--- src/rtl/wb_arbiter.sv ---
// Writeback arbiter: merges the unstallable ALU result stream and the
// backpressured load-response stream onto the single register-file write
// port. Load responses that lose arbitration wait in a small FIFO; those
// overtaken by a younger ALU write to the same register are dropped. A
// per-register busy vector tells the issue stage which loads are in flight.
module wb_arbiter #(
    parameter int DEPTH = 4,
    parameter int AW    = 3,
    parameter int DW    = 16
) (
    input  logic                   clk_i,
    input  logic                   rst_n,
    input  logic                   alu_vld_i,
    input  logic [AW-1:0]          alu_adr_i,
    input  logic [DW-1:0]          alu_data_i,
    input  logic                   mem_vld_i,
    input  logic [AW-1:0]          mem_adr_i,
    input  logic [DW-1:0]          mem_data_i,
    output logic                   mem_rdy_o,
    input  logic                   ld_issue_i,
    input  logic [AW-1:0]          ld_issue_adr_i,
    output logic [2**AW-1:0]       busy_o,
    output logic                   wr_ena_o,
    output logic [AW-1:0]          wr_adr_o,
    output logic [DW-1:0]          wr_data_o,
    output logic [$clog2(DEPTH):0] fifo_cnt_o
);

    localparam int PW = $clog2(DEPTH);
    localparam int NR = 2**AW;
    localparam logic [PW:0] FULL_CNT = (PW+1)'(DEPTH);

    // Load-response FIFO storage; kill marks an entry overtaken by an ALU write
    logic [AW-1:0]    fifo_adr  [DEPTH];
    logic [DW-1:0]    fifo_data [DEPTH];
    logic [DEPTH-1:0] fifo_kill;
    logic [PW-1:0]    rd_ptr, wr_ptr;
    logic [PW:0]      cnt;

    logic             mem_acc, fifo_ne, pop, byp, push;
    logic             sel_vld_p0;
    logic [AW-1:0]    sel_adr_p0;
    logic [DW-1:0]    sel_data_p0;
    logic [NR-1:0]    busy_clr, busy_set;

    // Ready depends only on the registered count, never on inputs
    assign mem_rdy_o  = (cnt < FULL_CNT);
    assign fifo_cnt_o = cnt;

    assign mem_acc = mem_vld_i && mem_rdy_o;
    assign fifo_ne = (cnt != '0);
    assign pop     = !alu_vld_i && fifo_ne;
    assign byp     = !alu_vld_i && !fifo_ne && mem_acc;
    assign push    = mem_acc && !byp;

    // ---- stage p0: pick the next write source and the busy-vector updates
    // Priority ALU > FIFO head > bypass; a response leaving clears its busy bit
    always_comb begin
        sel_vld_p0  = 1'b0;
        sel_adr_p0  = '0;
        sel_data_p0 = '0;
        busy_clr    = '0;
        busy_set    = '0;
        if (alu_vld_i) begin
            sel_vld_p0  = 1'b1;
            sel_adr_p0  = alu_adr_i;
            sel_data_p0 = alu_data_i;
        end else if (pop) begin
            sel_vld_p0  = !fifo_kill[rd_ptr];
            sel_adr_p0  = fifo_adr[rd_ptr];
            sel_data_p0 = fifo_data[rd_ptr];
            busy_clr[fifo_adr[rd_ptr]] = 1'b1;
        end else if (byp) begin
            sel_vld_p0  = 1'b1;
            sel_adr_p0  = mem_adr_i;
            sel_data_p0 = mem_data_i;
            busy_clr[mem_adr_i] = 1'b1;
        end
        if (ld_issue_i) begin
            busy_set[ld_issue_adr_i] = 1'b1;
        end
    end

    // Entry payload and kill marking; a same-cycle push overrides the sweep
    always_ff @(posedge clk_i) begin
        for (int i = 0; i < DEPTH; i++) begin
            if (alu_vld_i && (fifo_adr[i] == alu_adr_i)) begin
                fifo_kill[i] <= 1'b1;
            end
        end
        if (push) begin
            fifo_adr[wr_ptr]  <= mem_adr_i;
            fifo_data[wr_ptr] <= mem_data_i;
            fifo_kill[wr_ptr] <= alu_vld_i && (mem_adr_i == alu_adr_i);
        end
    end

    // Pointers and occupancy; simultaneous push and pop leave count unchanged
    always_ff @(posedge clk_i or negedge rst_n) begin
        if (!rst_n) begin
            rd_ptr <= '0;
            wr_ptr <= '0;
            cnt    <= '0;
        end else begin
            if (push) wr_ptr <= wr_ptr + 1'b1;
            if (pop)  rd_ptr <= rd_ptr + 1'b1;
            if (push && !pop)      cnt <= cnt + 1'b1;
            else if (pop && !push) cnt <= cnt - 1'b1;
        end
    end

    // ---- stage p1: registered write port and busy vector (set beats clear)
    always_ff @(posedge clk_i or negedge rst_n) begin
        if (!rst_n) begin
            wr_ena_o  <= 1'b0;
            wr_adr_o  <= '0;
            wr_data_o <= '0;
            busy_o    <= '0;
        end else begin
            wr_ena_o <= sel_vld_p0;
            if (sel_vld_p0) begin
                wr_adr_o  <= sel_adr_p0;
                wr_data_o <= sel_data_p0;
            end
            busy_o <= (busy_o & ~busy_clr) | busy_set;
        end
    end

endmodule

--- config.mk ---
export PLATFORM = sky130hd
export DESIGN_NAME = wb_arbiter
export DESIGN_NICKNAME = d
export VERILOG_FILES = /design/src/rtl/wb_arbiter.sv
export SDC_FILE = /design/constraint.sdc
export NUM_CORES = 1
export LEC_CHECK = 0
export CAP_MARGIN = 20
export CELL_PAD_IN_SITES_DETAIL_PLACEMENT = 1
export CELL_PAD_IN_SITES_GLOBAL_PLACEMENT = 1
export CORE_MARGIN = 5
export CORE_UTILIZATION = 41
export CTS_BUF_LIST = sky130_fd_sc_hd__clkbuf_8 sky130_fd_sc_hd__clkbuf_16
export DETAILED_ROUTE_END_ITERATION = 6
export GPL_TIMING_DRIVEN = 1
export PLACE_DENSITY = 0.89
export REMOVE_ABC_BUFFERS = 1
export SETUP_SLACK_MARGIN = 0.3
export SYNTH_ARGS = -nofsm -noshare
export SYNTH_HDL_FRONTEND = slang
export SYNTH_SLANG_ARGS = --single-unit
export TNS_END_PERCENT = 30
--- constraint.sdc ---
create_clock -name clk_i -period 2 [get_ports clk_i]
set_input_delay 0.4 -clock clk_i [delete_from_list [all_inputs] [get_ports clk_i]]
set_output_delay 0.4 -clock clk_i [all_outputs]
set_load 0.01 [all_outputs]
# Yosys cells after proc, flatten, opt, wreduce, memory -nomap -nowiden
# Memories as Yosys holds them, arrays and structs flattened.
# Cells that the tools add are included.
# word_totals
ff_bits,39
output_inout_bits,32
memories,2
ram_bits,76
input_bits,46
elab_cells,89
# mem_list
memory,words,width,read_ports,rd_clocked_by_memory_dff,write_ports,line_no,source
fifo_data,4,16,1,0,1,35,logic [DW-1:0] fifo_data [DEPTH];
fifo_adr,4,3,5,0,1,34,logic [AW-1:0] fifo_adr [DEPTH];
# classes
eq_ne,5
order_cmp,10
add_sub_neg,4
n_reduce_logical,24
muxes,33
n_bitwise,3
# ops
cell,n
2-to-1 mux 16 bit,3
2-to-1 mux 8 bit,4
logical AND 1 bit,16
equality test 3 bit,5
2-to-1 mux 3 bit,5
2-to-1 mux 1 bit,14
"less-than comparator 3 x 4 -> 1 bit, second input constant",3
demux 1 bit (select 3 bit),3
"greater-or-equal comparator 3 x 1 -> 1 bit, second input constant",3
AND 8 bit,1
NOT 8 bit,1
bitwise OR 8 bit,1
logical NOT 1 bit,6
"less-than comparator 2 x 3 -> 1 bit, second input constant",2
"adder 2 x 1 -> 2 bit, second input constant",2
bitwise mux 4 bit,1
2-to-1 mux 4 bit,1
"adder 3 x 1 -> 3 bit, second input constant",1
"less-than comparator 3 bit, second input constant",1
nonzero test 3 bit,1
"subtractor 3 x 1 -> 3 bit, second input constant",1
binary-select mux 1 bit (select 2 bit),1
demux 1 bit (select 2 bit),1
"greater-or-equal comparator 2 x 1 -> 1 bit, second input constant",1
nonzero test 2 bit,1

# Logic depth before layout (Yosys ltp)
# Gate-level depths: netlist of run 1.
# depth
ltp_word,10
depth_mapped,10

# Least setup slack after synthesis of run 1
# No wires, ideal clock.
# synth_path
path_type,register -> register
start,register cnt[0] (netlist: fifo_cnt_o[0])
end,register cnt[1] (netlist: fifo_cnt_o[1])
path_buffers,1
arrival_time_ps,2062
setup_time_ps,125
stages_incl_launch_ff,9
path_slack_ps,-187
period_less_slack_ps,2187
t_required_ps,1875
path_cell_list,dfrtp_1 nor3_4 nor2_1 clkbuf_1 inv_1 ha_1 inv_1 fa_1 mux2_2
# synth_via
elab_chain_cells,9
word_cells_on_any_way,18
# synth_rtl
item,line_no,source
from (decl),38,logic [PW:0] cnt;
from (signal assigned),107,if (push && !pop) cnt <= cnt + 1'b1;
from (signal assigned),108,else if (pop && !push) cnt <= cnt - 1'b1;
branches (longest 9 deep; another with less-than comparator 3 bit),--,
# Several ways; the timed one is not identified. The select of a mux whose other input is x is not followed.
# A chain may end at the register's enable or synchronous reset.

# Worst setup path in the final report of run 1
# layout_path
start,input alu_vld_i
end,register cnt[1] (netlist: fifo_cnt_o[1])
# layout_via
elab_chain_cells,8
word_cells_on_any_way,12
# layout_rtl
item,line_no,source
from (decl),13,"input logic alu_vld_i,"
logical NOT 1 bit *,53,assign byp = !alu_vld_i && !fifo_ne && mem_acc;
logical AND 1 bit * (2 in a row),53,
logical NOT 1 bit *,54,assign push = mem_acc && !byp;
logical AND 1 bit *,54,
via push,40,"logic mem_acc, fifo_ne, pop, byp, push;"
logical NOT 1 bit,108,
logical AND 1 bit,108,
nonzero test 2 bit (no source line),--,
# Mark *: on every way through the listed nets, which the timed path passes. The rest lies on a longest branch.

==> insert_results.sql, run 1 <==
INSERT INTO impl_metrics (metric_group, metric, value, unit) VALUES
('worst_setup_path', 'r2r-end', 'fifo_cnt_o[1]', ''),
('synthesis', 'yosys_most_used_dff', 'edfxtp_1', ''),
('power', 'comb_power_share', '0.389', ''),
('route', 'num_vias', '3436', ''),
('placed_design', 'detailedPlace.worstSlack', '-343.7', 'ps'),
('route', 'drt_drc_violations_left', '0', ''),
('power', 'leakage', '0.002634', 'µW'),
('clock_network', 'clk_root_buffer_cell', 'clkbuf_16', ''),
('power', 'power_density', '1545', 'mW/mm²'),
('route', 'ant_nets', '0', ''),
('global_routing', 'via_count_of_the_first_global_routing_pass', '3645', ''),
('floorplan', 'fp.dieArea', '0.01454', 'mm²'),
('timing', 'setup_total_negative_slack', '0', 'ps'),
('power', 'internal-power', '7460', 'µW'),
('synthesis', 'synth_cells', '309', ''),
('global_routing', 'grtUsageMet1', '0.2343', ''),
('power', 'switchingPower', '3507', 'µW'),
('global_routing', 'grt.met3_usage', '0.04303', ''),
('clock_network', 'max-clock-path-buffers', '2', ''),
('power', 'seqPwrFrac', '0.329', ''),
('timing', 'hold_viol_final', '0', ''),
('timing', 'worst_clock_skew', '10.69', 'ps'),
('route', 'avgViaCountPerCell', '5.804', ''),
('worst_setup_path', 'ff2ff_setup_slack', '80', 'ps'),
('cells_and_area', 'filler_cell_count', '1095', ''),
('synthesis', 'synth-xor-area-share', '0.03669', ''),
('global_routing', 'grt_overall_usage', '0.1963', ''),
('synthesis', 'fraction_of_synthesized_area_in_multiplexers', '0.1383', ''),
('outcome', 'outcome', 'finished, final reports clean', ''),
('route', 'wirelength', '16210', 'µm'),
('clock_network', 'clock_insertion_delay_worst_skew', '420', 'ps'),
('worst_setup_path', 'cp-end-kind', 'flop', ''),
('worst_setup_path', 'crit_path_max_fanout', '2', ''),
('floorplan', 'initial_utilization', '0.4174', ''),
('global_routing', 'antenna_found_initial', '0', ''),
('cells_and_area', 'final_nets', '484', ''),
('cells_and_area', 'drive_gt1_frac', '0.2876', ''),
('power', 'irDropWorstVdd', '0.0006390', 'V'),
('route', 'firstDrtPassIters', '6', ''),
('timing', 'slew_headroom', '0.4317', ''),
('synthesis', 'post_synth_fa_ha_maj_area_fraction', '0.01647', ''),
('global_routing', 'grt_max_degree', '36', ''),
('synthesis', 'synth_compound_gate_area_share', '0.06988', ''),
('synthesis', 'simple_gate_fraction_of_synth_area', '0.04767', ''),
('synthesis', 'number_of_register_bits_inferred_by_synthesis', '115', ''),
('job', 'cap_violations', '0', ''),
('global_routing', 'global_route.overflow_total', '0', ''),
('power', 'share_clk_of_total_power', '0.282', ''),
('worst_setup_path', 'critical_path.reg2reg.startpoint', 'fifo_cnt_o[0]', ''),
('worst_setup_path', 'cp_launch_point', 'alu_vld_i', ''),
('floorplan', 'fp.dieH', '120.6', 'µm'),
('power', 'p_sw_frac', '0.3198', ''),
('route', 'detail_route.wl_per_cell', '27.39', 'µm'),
('power', 'p_total', '10970', 'µW'),
('synthesis', 'ys_warn_count', '0', ''),
('timing', 'fin_crit_sh', '0.9630', ''),
('clock_network', 'cts_tree', 'yes', ''),
('clock_network', 'cts.sinks', '115', ''),
('synthesis', 'synth_sequential_area_ratio', '0.6459', ''),
('route', 'drtIter0Drc', '276', ''),
('synthesis', 'main_combinational_cell_family_by_area_after_synthesis', 'multiplexers', ''),
('floorplan', 'core-area', '0.01201', 'mm²'),
('timing', 'final_critical_path_setup_slack', '73.96', 'ps'),
('timing', 'timing.final.max_slew_violations', '0', ''),
('cells_and_area', 'areaGrowthSynthToFinish', '41.60', '%'),
('worst_setup_path', 'critical_path_launch_point_type', 'primary input', ''),
('global_routing', 'grt_pass1_wl', '21180', 'µm'),
('synthesis', 'count_of_flip_flops_with_a_built_in_enable_after_synthesis', '76', ''),
('clock_network', 'cts_hold_repair.buffers', '0', ''),
('synthesis', 'syn_area_per_cell', '16.23', 'µm²'),
('placed_design', 'placement.io_buffers', '77', '');
how the worst min path moves through the flow:
stage,slack (ps),start,end
detailed placement,510,wr_adr_o[0],wr_adr_o[0]
global route,160,rst_n,wr_data_o[2]
floorplan,100,rst_n,busy_o[0]
global placement,490,fifo_kill[3],fifo_kill[3]
CTS,120,rst_n,wr_data_o[2]
finish,100,rst_n,busy_o[0]
cells in the mapped netlist (all sizes together), types with 6 or more instances:
master	n	share of area
edfxtp	76	0.46
nand2	6	0.0045
mux4	20	0.090
nor2	7	0.0052
inv	26	0.019
xnor2	19	0.033
buf	10	0.017
dfrtp	35	0.17
a222oi	18	0.036
mux2i	22	0.044
clkbuf	11	0.0082
critical path: stages:
cell	delay, ps
clkdlybuf4s50_1	430
o311a_1	390
ha_2	210
inv_2	60
fa_2	430
mux2_4	290
cell type report:
cell class                 instances  area, µm²  share of cell area
clock buffer                      18      439.2             0.06186
clock inverter                    14      163.9             0.02309
inverter                          26      97.59             0.01375
multi-input combinational        147       1630              0.2296
sequential                       115       3242              0.4566
tap                              147      183.9             0.02591
timing repair buffer             125       1343              0.1891
cells by family after synthesis:
| family | after synthesis |
|---|---|
| buffers and inverters | 47 |
| DFF | 115 |
| xor gates and xnor gates | 21 |
| and+or+nand+nor | 38 |
| adders and majority gates | 6 |
| AOI/OAI and AO/OA | 38 |
| muxes | 44 |
cell usage in the layout (no fill, tap or decap), types with 3 or more instances in the layout:
cell / instances
a31o_2: 3
a222oi_1: 18
mux2i_1: 21
ha_1: 4
o41ai_2: 3
inv_1: 27
nand2_1: 5
bufinv_16: 3
mux4_2: 20
a41oi_1: 4
clkdlybuf4s50_1: 72
dfrtp_1: 32
xnor2_1: 19
edfxtp_1: 76
buf_6: 7
nor2b_1: 3
nand3b_1: 3
dfrtp_2: 3
buf_4: 27
nand4_1: 5
clkbuf_16: 22
dfxtp_1: 4
nor2_1: 4
clkinvlp_4: 4
buf_12: 7
per-stage QoR:
step	util	std cells	hold slack [ps]
3_5_place_dp	0.5076	540	508.5
3_3_place_gp	0.5076	540	489.0
5_1_grt	0.5910	592	159.1
2_1_floorplan	-	288	104.4
4_1_cts	0.5629	576	124.7
6_report	0.5910	592	95.26
per-layer routing:
layer	routed length, µm	vias to the layer above
met1	6340	1773
met2	8417	162
met3	948	38
met4	507	0
met5	0	-
li1	-	1463
power by group through the flow:
stage               logic, µW  registers [µW]  clock network [µW]
global route             4520            3660                3230
finish                   4260            3610                3090
global placement         3330            3560                   0
floorplan                1640            3780                   0
detailed placement       3500            3600                   0
CTS                      3710            3580                3080
flip-flops by register name (all words and copies together), names as in the netlist:
register    count
fifo_kill       4
wr_ptr          2
busy_o          8
wr_adr_o        3
wr_data_o      16
fifo_adr       12
fifo_cnt_o      3
fifo_data      64
wr_ena_o        1
rd_ptr          2
repair_timing:
item / in CTS / in global routing
buffers inserted: 4 / 11
setup endpoints to repair: 57 / 138
cloned: 0 / 5
pin swaps: 6 / 27
gates resized for setup: 18 / 27
(Power assumes the default switching activity.)
==> run 2, diff against run 1 <==
--- a/config.mk
+++ b/config.mk
@@ -12,7 +12,7 @@
 export CORE_UTILIZATION = 41
 export CTS_BUF_LIST = sky130_fd_sc_hd__clkbuf_8 sky130_fd_sc_hd__clkbuf_16
 export DETAILED_ROUTE_END_ITERATION = 6
-export GPL_TIMING_DRIVEN = 1
+export GPL_TIMING_DRIVEN = 0
 export PLACE_DENSITY = 0.89
 export REMOVE_ABC_BUFFERS = 1
 export SETUP_SLACK_MARGIN = 0.3
==> insert_results.sql, run 2 (synthesized netlist as in run 1, its figures left out) <==
INSERT INTO impl_metrics (metric_group, metric, value, unit) VALUES
('worst_setup_path', 'r2r-end', 'busy_o[4]', ''),
('route', 'drt_drc_violations_left', '0', ''),
('cells_and_area', 'filler_cell_count', '1089', ''),
('clock_network', 'cts_tree', 'yes', ''),
('outcome', 'outcome', 'finished, final reports clean', ''),
('cells_and_area', 'finalCoreUtilization', '0.5970', ''),
('cells_and_area', 'reg_top3', 'fifo_data x64, wr_data_o x16, fifo_adr x12', ''),
('cells_and_area', 'final-instance-count-excl-fill', '582', ''),
('worst_setup_path', 'cp.arrival', '2260', 'ps'),
('route', 'drtIter0Drc', '321', ''),
('cells_and_area', 'mostFrequentLayoutCells', 'edfxtp_1, clkdlybuf4s50_1, dlymetal6s2s_1, dfrtp_1, inv_1', ''),
('power', 'internal-power', '7740', 'µW'),
('power', 'p_total', '11290', 'µW'),
('worst_setup_path', 'critical_path_required', '2270', 'ps'),
('worst_setup_path', 'r2r.worst_path.cells', '5', ''),
('power', 'p_sw_frac', '0.3141', ''),
('cells_and_area', 'multiInputGateArea', '0.001739', 'mm²'),
('cells_and_area', 'final_nets', '474', ''),
('cells_and_area', 'regMostFlops', 'fifo_data', ''),
('route', 'firstDrtPassIters', '7', ''),
('timing', 'fin_worst_hold_slack', '125.8', 'ps'),
('power', 'irDropWorstVdd', '0.0008884', 'V'),
('placed_design', 'placement.io_buffers', '77', ''),
('floorplan', 'rows', '40', ''),
('clock_network', 'cts.sinks', '115', ''),
('timing', 'finish_stage_setup_viols', '0', ''),
('floorplan', 'initial_utilization', '0.4174', ''),
('worst_setup_path', 'cp-end-kind', 'flop', ''),
('min_path', 'hold_path.class', 'in -> async', ''),
('worst_setup_path', 'critical-path-max-stage-delay', '510', 'ps'),
('power', 'leakage', '0.002930', 'µW'),
('cells_and_area', 'diodes', '0', ''),
('worst_setup_path', 'critical_path_launch_point_type', 'flop', ''),
('power', 'share_clk_of_total_power', '0.276', ''),
('timing', 'period_minus_slack', '1994', 'ps'),
('global_routing', 'grt_pass1_wl', '22710', 'µm'),
('floorplan', 'fp.dieH', '120.6', 'µm'),
('global_routing', 'global_route.overflow_total', '0', ''),
('route', 'avgViaCountPerCell', '5.847', ''),
('global_routing', 'antenna_found_initial', '0', ''),
('floorplan', 'fp.dieW', '120.6', 'µm'),
('timing', 'fin_crit_sh', '0.9968', ''),
('route', 'wirelength', '16000', 'µm'),
('placed_design', 'finalWeightedCongestion', '0.7906', ''),
('timing', 'worst_clock_skew', '11.14', 'ps'),
('route', 'ant_nets', '0', ''),
('power', 'comb_power_share', '0.406', ''),
('cells_and_area', 'area.sequential', '0.003248', 'mm²'),
('timing', 'worstMarginPinSlew', '929.5', 'ps'),
('placed_design', 'dp_hpwl', '7972', 'µm'),
('power', 'switchingPower', '3545', 'µW'),
('global_routing', 'grt_overall_usage', '0.2132', ''),
('job', 'cap_violations', '0', ''),
('cells_and_area', 'largest_register_ff_count', '64', ''),
('worst_setup_path', 'timing_worst_setup_path_type', 'reg -> reg', ''),
('clock_network', 'max-clock-path-buffers', '2', ''),
('worst_setup_path', 'ff2ff_setup_slack', '6', 'ps'),
('placed_design', 'detailedPlace.worstSlack', '-1471', 'ps'),
('worst_setup_path', 'worstPathCellList', 'buf_16, mux4_2, or3_4, nor3b_4, o32ai_2', ''),
('worst_setup_path', 'critical_path.reg2reg.startpoint', 'rd_ptr[0]', ''),
('route', 'num_vias', '3403', ''),
('clock_network', 'clk_root_buffer_cell', 'clkbuf_16', ''),
('global_routing', 'grt_max_degree', '36', ''),
('floorplan', 'core-area', '0.01201', 'mm²'),
('clock_network', 'clock_pin_slew_of_the_registers_on_the_worst_case_setup_and_hold_paths', '50', 'ps'),
('timing', 'maxClockFrequency', '501.6', 'MHz'),
('power', 'seqPwrFrac', '0.318', ''),
('global_routing', 'via_count_of_the_first_global_routing_pass', '3771', ''),
('clock_network', 'cts_buffers', '17', ''),
('cells_and_area', 'drive_gt1_frac', '0.2828', ''),
('cells_and_area', 'areaGrowthSynthToFinish', '43.02', '%'),
('clock_network', 'cts.htree.levels', '4', ''),
('timing', 'grt_setup_unrepaired', 'true', ''),
('cells_and_area', 'most_common_cell_after_layout_fill_and_taps_aside', 'edfxtp_1', ''),
('timing', 'final_critical_path_setup_slack', '6.309', 'ps'),
('timing', 'slew_headroom', '0.3804', ''),
('power', 'power_density', '1574', 'mW/mm²'),
('floorplan', 'fp.dieArea', '0.01454', 'mm²'),
('timing', 'hold_viol_final', '0', ''),
('clock_network', 'clock_insertion_delay_worst_skew', '410', 'ps'),
('worst_setup_path', 'crit_path_max_fanout', '5', ''),
('floorplan', 'ios', '78', ''),
('worst_setup_path', 'slowest_stage', 'dfrtp_4', ''),
('route', 'detail_route.wl_per_cell', '27.50', 'µm'),
('placed_design', 'dpl.cell_count', '516', ''),
('timing', 'timing.final.max_slew_violations', '0', '');
## run 2: changes by cell type in the layout (fill, tap and decap cells not counted), sizes merged
cell / delta
clkdlybuf4s15: -1
and2: +1
bufinv: +1
clkdlybuf4s50: -30
clkinvlp: -2
dlygate4sd2: -2
dlymetal6s2s: +32
mux4: +1
and3b: +1
clkinv: +2
clkbuf: -5
buf: -8
## run 2: layout make-up
class | instances | share of cell area
multi-input cells | 150 | 0.2425
flip-flops and latches | 115 | 0.4530
clock inverters | 15 | 0.02425
repair buffers | 112 | 0.1813
well taps | 147 | 0.02565
inverters | 26 | 0.01396
clock buffers | 17 | 0.05933
## run 2: how the worst max path moves through the flow
stage | start | endpoint | slack (ps)
final | rd_ptr[0] | busy_o[4] | 6
after detailed placement | alu_vld_i | fifo_cnt_o[1] | -1470
after global routing | rd_ptr[0] | busy_o[4] | -40
after CTS | rd_ptr[0] | busy_o[4] | 70
after global placement | alu_vld_i | wr_adr_o[0] | -3190
after floorplan | fifo_cnt_o[0] | wr_adr_o[0] | -700
## run 2: power groups by stage
stage / Sequential (µW) / Combinational (µW) / Clock (µW)
5_1_grt: 3650 / 4860 / 3260
3_3_place_gp: 3740 / 2920 / 0
4_1_cts: 3580 / 3960 / 3130
3_5_place_dp: 3730 / 3280 / 0
6_report: 3590 / 4580 / 3110
2_1_floorplan: 3780 / 1640 / 0
## run 2: routing by layer
layer,vias up,routed length [µm],track usage
li1,1451,-,-
met3,47,950,0.04584
met4,0,635,0.1062
met5,-,0,0
met2,150,8182,0.3549
met1,1755,6235,0.2634
## run 2: metrics by stage
stage	TNS (ps)	instance area, µm²
4_1_cts	0	6797
2_1_floorplan	-13110	4885
6_report	0	7171
3_5_place_dp	-148810	5934
3_3_place_gp	-222930	5839
5_1_grt	-48.62	7171
## run 2: worst max-delay path, delay by kind of cell, from the launching register on
kind	cells	cell delay, ps
AND/OR/NAND/NOR	2	620
flip-flops	1	510
multiplexers	1	450
AO/OA/AOI/OAI	1	110
buffers and inverters	1	160
## run 2: repair_timing
item | 4_1_cts | 5_1_grt
hold buffers | 0 | 0
endpoints found under the hold margin | 0 | 0
pin swaps | 7 | 27
resized for setup | 34 | 64
gates cloned | 1 | 3
setup buffers | 18 | 12
setup endpoints to repair | 144 | 140
